## config.mk

```make
export PLATFORM = sky130hd
export DESIGN_NAME = axi_llc_tag_sram_sched
export DESIGN_NICKNAME = d
export VERILOG_FILES = /design/src/rtl/axi_llc_tag_sram_sched.sv
export SDC_FILE = /design/constraint.sdc
export NUM_CORES = 1
export LEC_CHECK = 0
export CAP_MARGIN = 15
export CELL_PAD_IN_SITES_DETAIL_PLACEMENT = 1
export CELL_PAD_IN_SITES_GLOBAL_PLACEMENT = 1
export CORE_MARGIN = 2
export CORE_UTILIZATION = 15
export CTS_CLUSTER_SIZE = 8
export DETAILED_ROUTE_END_ITERATION = 16
export GPL_TIMING_DRIVEN = 0
export PLACE_DENSITY = 0.95
export SYNTH_ARGS = -nofsm -noshare
export SYNTH_HDL_FRONTEND = slang
export SYNTH_SLANG_ARGS = --single-unit
```

## constraint.sdc

```tcl
create_clock -name clk_i -period 2.15 [get_ports clk_i]
set_input_delay 0.43 -clock clk_i [delete_from_list [all_inputs] [get_ports clk_i]]
set_output_delay 0.43 -clock clk_i [all_outputs]
set_load 0.03 [all_outputs]
```

## src/rtl/axi_llc_tag_sram_sched.sv

```systemverilog
// axi_llc_tag_sram_sched
// Owns the tag SRAM port of one LLC slice. After reset it starts the tag
// pattern generator and forwards the generator's SRAM traffic to all ways.
// Once the generator reports end of computation, it arbitrates between the
// lookup (lu) and flush (fl) requesters round-robin. Read completions are
// routed back to the issuing requester after RdLatency cycles.
// Optional feature: define AXI_LLC_TAG_SCHED_STATS_EN to build the
// saturating stall counter. Otherwise stall_cnt_o is tied to zero.
module axi_llc_tag_sram_sched #(
    parameter int SetAssociativity = 8,
    parameter int IndexLength      = 8,
    parameter int PatternWidth     = 20,
    parameter int RdLatency        = 1
) (
    input  logic                        clk_i,
    input  logic                        rst_ni,
    output logic                        init_done_o,
    output logic                        gen_valid_o,
    input  logic                        gen_ready_i,
    input  logic                        gen_req_i,
    input  logic                        gen_we_i,
    input  logic [IndexLength-1:0]      gen_index_i,
    input  logic [PatternWidth-1:0]     gen_pattern_i,
    input  logic                        gen_eoc_i,
    input  logic                        lu_valid_i,
    output logic                        lu_ready_o,
    input  logic                        lu_we_i,
    input  logic [SetAssociativity-1:0] lu_way_i,
    input  logic [IndexLength-1:0]      lu_index_i,
    input  logic [PatternWidth-1:0]     lu_wdata_i,
    output logic                        lu_rvalid_o,
    input  logic                        fl_valid_i,
    output logic                        fl_ready_o,
    input  logic                        fl_we_i,
    input  logic [SetAssociativity-1:0] fl_way_i,
    input  logic [IndexLength-1:0]      fl_index_i,
    input  logic [PatternWidth-1:0]     fl_wdata_i,
    output logic                        fl_rvalid_o,
    output logic                        sram_req_o,
    output logic                        sram_we_o,
    output logic [SetAssociativity-1:0] sram_way_o,
    output logic [IndexLength-1:0]      sram_index_o,
    output logic [PatternWidth-1:0]     sram_wdata_o,
    output logic [31:0]                 stall_cnt_o
);

    typedef enum logic [1:0] {
        INIT_START = 2'd0,
        INIT_RUN   = 2'd1,
        OPERATE    = 2'd2
    } state_e;

    state_e state_q, state_d;

    // Round-robin pointer: 0 favours lookup, 1 favours flush.
    logic rr_q, rr_d;
    logic init_done_q;
    logic gen_start;
    logic grant_lu, grant_fl;
    logic push_rd;

    // Read-response pipeline: valid bits are control (reset), the
    // requester id travels alongside as data (no reset needed).
    logic [RdLatency-1:0] rd_vld_q;
    logic [RdLatency-1:0] rd_fl_q;

    // State, round-robin pointer and sticky init-done flag.
    always_ff @(posedge clk_i or negedge rst_ni) begin
        if (!rst_ni) begin
            state_q     <= INIT_START;
            rr_q        <= 1'b0;
            init_done_q <= 1'b0;
        end else begin
            state_q <= state_d;
            rr_q    <= rr_d;
            if (state_q == INIT_RUN && gen_eoc_i) begin
                init_done_q <= 1'b1;
            end
        end
    end

    // Next state, arbitration and SRAM port multiplexing.
    always_comb begin
        state_d      = state_q;
        rr_d         = rr_q;
        gen_start    = 1'b0;
        grant_lu     = 1'b0;
        grant_fl     = 1'b0;
        lu_ready_o   = 1'b0;
        fl_ready_o   = 1'b0;
        sram_req_o   = 1'b0;
        sram_we_o    = 1'b0;
        sram_way_o   = '0;
        sram_index_o = '0;
        sram_wdata_o = '0;
        case (state_q)
            INIT_START: begin
                gen_start = 1'b1;
                if (gen_ready_i) begin
                    state_d = INIT_RUN;
                end
            end
            INIT_RUN: begin
                // Initialisation writes every way of the addressed set.
                if (gen_req_i) begin
                    sram_req_o   = 1'b1;
                    sram_we_o    = gen_we_i;
                    sram_way_o   = '1;
                    sram_index_o = gen_index_i;
                    sram_wdata_o = gen_pattern_i;
                end
                if (gen_eoc_i) begin
                    state_d = OPERATE;
                end
            end
            OPERATE: begin
                grant_lu = lu_valid_i && (!fl_valid_i || !rr_q);
                grant_fl = fl_valid_i && (!lu_valid_i || rr_q);
                // On contention the loser gets priority next time.
                if (lu_valid_i && fl_valid_i) begin
                    rr_d = grant_lu;
                end
                lu_ready_o = grant_lu;
                fl_ready_o = grant_fl;
                if (grant_lu) begin
                    sram_req_o   = 1'b1;
                    sram_we_o    = lu_we_i;
                    sram_way_o   = lu_way_i;
                    sram_index_o = lu_index_i;
                    sram_wdata_o = lu_wdata_i;
                end else if (grant_fl) begin
                    sram_req_o   = 1'b1;
                    sram_we_o    = fl_we_i;
                    sram_way_o   = fl_way_i;
                    sram_index_o = fl_index_i;
                    sram_wdata_o = fl_wdata_i;
                end
            end
            default: begin
                state_d = INIT_START;
            end
        endcase
    end

    // Keep the generator start strobe low while reset is asserted.
    assign gen_valid_o = gen_start & rst_ni;
    assign init_done_o = init_done_q;
    assign push_rd     = (grant_lu | grant_fl) & ~sram_we_o;

    // Shift read-completion valid bits; reset drops reads in flight.
    always_ff @(posedge clk_i or negedge rst_ni) begin
        if (!rst_ni) begin
            rd_vld_q <= '0;
        end else begin
            rd_vld_q[0] <= push_rd;
            for (int i = 1; i < RdLatency; i++) begin
                rd_vld_q[i] <= rd_vld_q[i-1];
            end
        end
    end

    // Shift the requester id of each read alongside its valid bit.
    always_ff @(posedge clk_i) begin
        rd_fl_q[0] <= grant_fl;
        for (int i = 1; i < RdLatency; i++) begin
            rd_fl_q[i] <= rd_fl_q[i-1];
        end
    end

    assign lu_rvalid_o = rd_vld_q[RdLatency-1] & ~rd_fl_q[RdLatency-1];
    assign fl_rvalid_o = rd_vld_q[RdLatency-1] &  rd_fl_q[RdLatency-1];

`ifdef AXI_LLC_TAG_SCHED_STATS_EN
    logic [31:0] stall_cnt_q;
    logic        stall;

    // A stall is any operating cycle with a requester waiting for a grant.
    always_comb begin
        stall = (state_q == OPERATE) &&
                ((lu_valid_i && !lu_ready_o) || (fl_valid_i && !fl_ready_o));
    end

    // Saturating stall counter, cleared only by reset.
    always_ff @(posedge clk_i or negedge rst_ni) begin
        if (!rst_ni) begin
            stall_cnt_q <= '0;
        end else if (stall && (stall_cnt_q != 32'hFFFF_FFFF)) begin
            stall_cnt_q <= stall_cnt_q + 32'd1;
        end
    end

    assign stall_cnt_o = stall_cnt_q;
`else
    assign stall_cnt_o = '0;
`endif

endmodule

```

# Word level (Yosys, flattened, before mapping)
# Cells that the tools add are included.
# word_totals
ff_bits	6
wordCells	55
# op_classes
eq_ne	4
muxes	26
bitwise	8
reduce_logical	12
# ops
operator	count
$mux 20	3
$mux 8	6
$pmux 20 s2	1
$pmux 8 s2	2
$mux 1	9
$pmux 2 s3	1
$and 1x1->1	4
$logic_and 1x1->1	4
$mux 2	2
$ne 2x2->1 const B	2
$pmux 1 s2	2
$logic_not 1->1	3
$not 1->1	3
$reduce_and 3->1	1
$eq 2x1->1 const B	1
$eq 2x2->1 const B	1
$logic_not 2->1	1
$logic_or 1x1->1	2
$reduce_and 2->1	1
$or 1x1->1	1

# Longest topological paths before layout
# logic_depth
ltp_word	8
mapped_depth	7

# Least setup slack after synthesis
# OpenSTA, ideal clock, no wires.
# synth_timing
kind	reg-to-output
startpoint	register state_q[0]
endpoint	output port sram_index_o[2]
arrival_time_ns	1.762
slack_ns	-0.042
stages_incl_launch_ff	8
n_path_buf	2
cell_sequence	dfrtp_1 > inv_1 > ha_1 > and3_1 > buf_2 > buf_2 > and2_1 > a221o_1
# synth_between
elab_chain_len	2
word_cells_on_any_way	3
# synth_lines
element	line_no	text
from (decl)	53	state_e state_q, state_d;
from (signal assigned)	74	state_q <= state_d;
$eq 2x2->1 / $eq 2x1->1 (equally long branches)	96	case (state_q)
$pmux 8 s2 *	96	
to (decl)	42	output logic [IndexLength-1:0] sram_index_o,
# Every way passes the cells marked *; elsewhere a longest branch is shown, timed or not.

# Worst setup path after layout
# layout_timing
startpoint	register state_q[1]
endpoint	output port sram_wdata_o[4]
# layout_between
elab_chain_len	2
word_cells_on_any_way	3
# layout_lines
element	line_no	text
$eq 2x2->1 / $eq 2x1->1 (equally long branches)	96	
$pmux 20 s2 *	96	
to (decl)	43	output logic [PatternWidth-1:0] sram_wdata_o,
# Marked as above.

==> results.txt <==
* Cell accounting for the most synthesized area: a221o_1
- Setup violations remaining at the end of the flow were counted as 37.
* Wire length per cell: 16.28 microns
* Async SR Flop Fraction: 83.33%
- Number of distinct library cell variants in the gate-level netlist after synthesis: 33
* HPWL after detailed placement: 5927 microns
- The share of synthesized area in the top cell type comes to 23.17%.
- Total leakage power: 1.643 nW
* Detailed Route Iter0 Violations: 50
- Number of synthesized register bits: 6
* Post-layout nets: 471
- The number of global-route vias before repair came to 2030.
- Dpl cells: 440
- During placement, the flow inserted port buffers numbering 153.
- Clock transition at the registers of the reported paths: 0.04 ns
- Final instance area: 0.003551 sq mm
- TritonCTS created 3 clock buffers.
- Footprint of the multi-input gates: 0.001040 sq mm
* Cell breakdown of the critical path: inv_2 > ha_4 > and3_4 > buf_12 > buf_8 > and2_4 > a221o_2 > buf_6
* CTS tree: yes
- For this run, the register share of the synthesized area comes to 11.20%.
* Ratio of cells with drive above 1 in the final layout: 46.35%
- Max Clock Freq: 0.4088 GHz
* Footprint of the flip-flops and latches: 145.1 sq um
- Initial antenna violation count: 0
* Number of warning messages in the yosys log: 0
* RSZ-0062 raised after global routing: true
- The later pin in the worst-skew pair is clocked with a latency of 0.23 ns.
* Die area: 0.009401 sq mm
- The run finished, with violations left.
- The completed layout was analyzed and its total power is 2.820 mW.
- Routability-driven placement finished with a final weighted congestion of 0.8477.
* Clock Root Buffer: clkbuf_8
- The die is 96.96 microns tall.
- VDD IR max: 401.2 uV
- In this run the core area contains 33 standard-cell rows.
- Reg2reg start: state_q[1]
* Hold Slack: 0.4448 ns
- Avg Inst Size Synth: 8.584 sq um
- The first global-routing pass estimated 11090 microns of wire.
- Data arrival time at the worst-slack endpoint: 2.02 ns
* Antenna diode count: 0
* Most frequently used cell type in the post-synthesis netlist: buf_4
- The most used flip-flop cell after synthesis is dfrtp_1.
- STA classifies the critical path startpoint as a flip-flop.
- Number of flops mapped to enable cells by yosys: 0
- For this run, design rule violations remaining after detail routing come to 0.
- Clock Skew: 0.006474 ns
- Summing all placed instances gives a cell area of 0.003114 sq mm.
- The count of nets left with antenna violations once routing finished came out at 0.
- Type of the worst setup path: reg2out
- The final route contains 1965 vias.
- The initial utilization of the core area, before any placement, comes to 15.62%.
- Post-synthesis instance area: 0.001296 sq mm
* Number of clock sinks: 6
- For this run, the number of standard cells in the final layout without fillers is 461.
* Detailed Routing Iterations Pass 1: 4
* Maximum fanout encountered on the critical timing path: 6
- Among all stages on the critical path, the largest delay is contributed by dfrtp_1.
- The commonest cells after synthesis are buf_4 (32), a221o_1 (30), and2_1 (30).
- Cell types occupying the most area after synthesis: a221o_1 (23%), buf_4 (19%), and2_1 (14%)
- Tracing the worst setup path back leads to its startpoint at state_q[1].
- After layout, the worst path uses 113.8% of the clock period.
- Relative to the synthesized area, the layout overhead comes to 173.9%.
- On the worst path, the slowest cell contributes a delay of 0.43 ns.
- STA classifies the critical path endpoint as an output port.
- Max-cap check violation count: 0
- Clock period minus worst slack: 2.446 ns
- Measured along the x axis, the die boundary spans 96.96 microns.
* Depth of the CTS H-tree: 1
* Pins Over Slew Limit: 0
- After technology mapping, the gate count stands at 151.
- Count of pins on the block boundary: 186
- In the global route stage, overall resource usage came out at 14.52%.
* Worst Setup Slack post-DPL: -0.8958 ns
* Violations in the final reports: setup timing
* Via density: 4.262
- In this run the worst hold path is classified as in2async.
- In this run the deepest clock path goes through 2 buffers.
- Final critical-path setup slack: -0.2965 ns
- For this design the ratio of total power to cell area is 794.2 mW/mm^2.
* Count of fill cells added during filler insertion: 971
- The region available for standard cell placement spans 0.008299 sq mm.
- For this run the aggregate overflow at the end of global routing stands at 0.
- Buffers inserted to repair hold after CTS numbered 0.
* Data required time of the critical path: 1.72 ns
* Pin count of the biggest net entering global routing: 11
- The number of failing hold endpoints at the final stage came to 0.
- Total wire length after detailed routing: 7506 microns
==> where the power goes <==
group / total, mW / switching [mW] / internal (mW)
registers: 0.193 / 0.0426 / 0.150
clock network: 0.185 / 0.0571 / 0.128
logic: 2.44 / 1.16 / 1.28
total: 2.82 / 1.26 / 1.56
==> critical path: cells and delay by family (launching register included) <==
| family | cells | cell delay, ns |
|---|---|---|
| AO/OA/AOI/OAI | 1 | 0.32 |
| adder cells (fa/ha/maj) | 1 | 0.22 |
| buffers and inverters | 4 | 0.53 |
| flip-flops | 1 | 0.43 |
| AND/OR/NAND/NOR | 2 | 0.28 |
==> cell families (layout without fill, tap and decap cells) <==
kind of cell	after synthesis	after routing	share of synthesized area [%]
adders and majority gates	4	4	3.861
xor gates and xnor gates	1	1	0.6758
muxes	1	1	0.8687
DFF	6	6	11.20
AOI/OAI and AO/OA	44	44	33.11
and+or+nand+nor	47	47	22.30
buffers and inverters	47	221	27.70
other	1	32	0.2893
==> placed cells by master, fill, tap and decap left out, types with 2 or more instances in the layout <==
cell | synthesis | layout
ha_4 | 0 | 2
dfrtp_1 | 5 | 5
buf_8 | 0 | 7
buf_6 | 8 | 51
a221o_2 | 6 | 27
dlygate4sd2_1 | 0 | 5
clkbuf_8 | 0 | 3
inv_2 | 1 | 3
a221o_1 | 30 | 9
clkdlybuf4s50_1 | 0 | 110
buf_12 | 0 | 2
and2_4 | 1 | 24
nor2b_1 | 3 | 3
buf_4 | 32 | 37
and2_1 | 30 | 7
nand2_1 | 6 | 5
conb_1 | 1 | 32
==> worst paths after layout <==
path | end | slack [ns] | cells past startpoint
hold / removal | init_done_o | 0.44 | 1
setup reg to reg | rd_vld_q | 0.40 | 8
hold reg to reg | init_done_o | 0.47 | 1
max in group asynchronous | rr_q | 1.48 | 1
min in group clk_i | init_done_o | 0.47 | 1
setup / recovery | sram_wdata_o[4] | -0.30 | 8
==> through the flow <==
step	util, %	TNS, ns
global route	42.79	-11.79
finish	42.79	-9.463
global placement	37.52	-30.63
CTS	41.19	-10.41
detailed placement	37.52	-31.07
floorplan	-	0
==> cell type report <==
type | count | area share, %
plain buffers | 44 | 11.35
flip-flops and latches | 6 | 4.087
repair buffers | 170 | 50.00
well taps | 105 | 3.700
clock buffers | 4 | 1.268
inverters | 3 | 0.3171
multi-input cells | 129 | 29.28
==> sequential cells by signal, summed over array words and instances (netlist names) <==
name / count
rd_vld_q: 1
init_done_o: 1
rd_fl_q: 1
rr_q: 1
state_q: 2
==> what timing repair did <==
item,4_1_cts,5_1_grt
endpoints found under the hold margin,0,0
setup buffers,7,6
gates cloned,3,2
pin swaps,20,30
resized for setup,309,24
setup endpoints to repair,41,38
==> layer usage <==
layer  vias up  wire length (microns)  share of wire, %  track usage (%)
met2       110                   4051                54            27.94
met1       930                   2881                38            16.83
met3         5                    518               6.9            2.168
li1        920                      -                 -                -
met5         -                      0                 0                0
met4         0                     55              0.73            2.925
No activity file was read; power rests on OpenSTA's default activity.
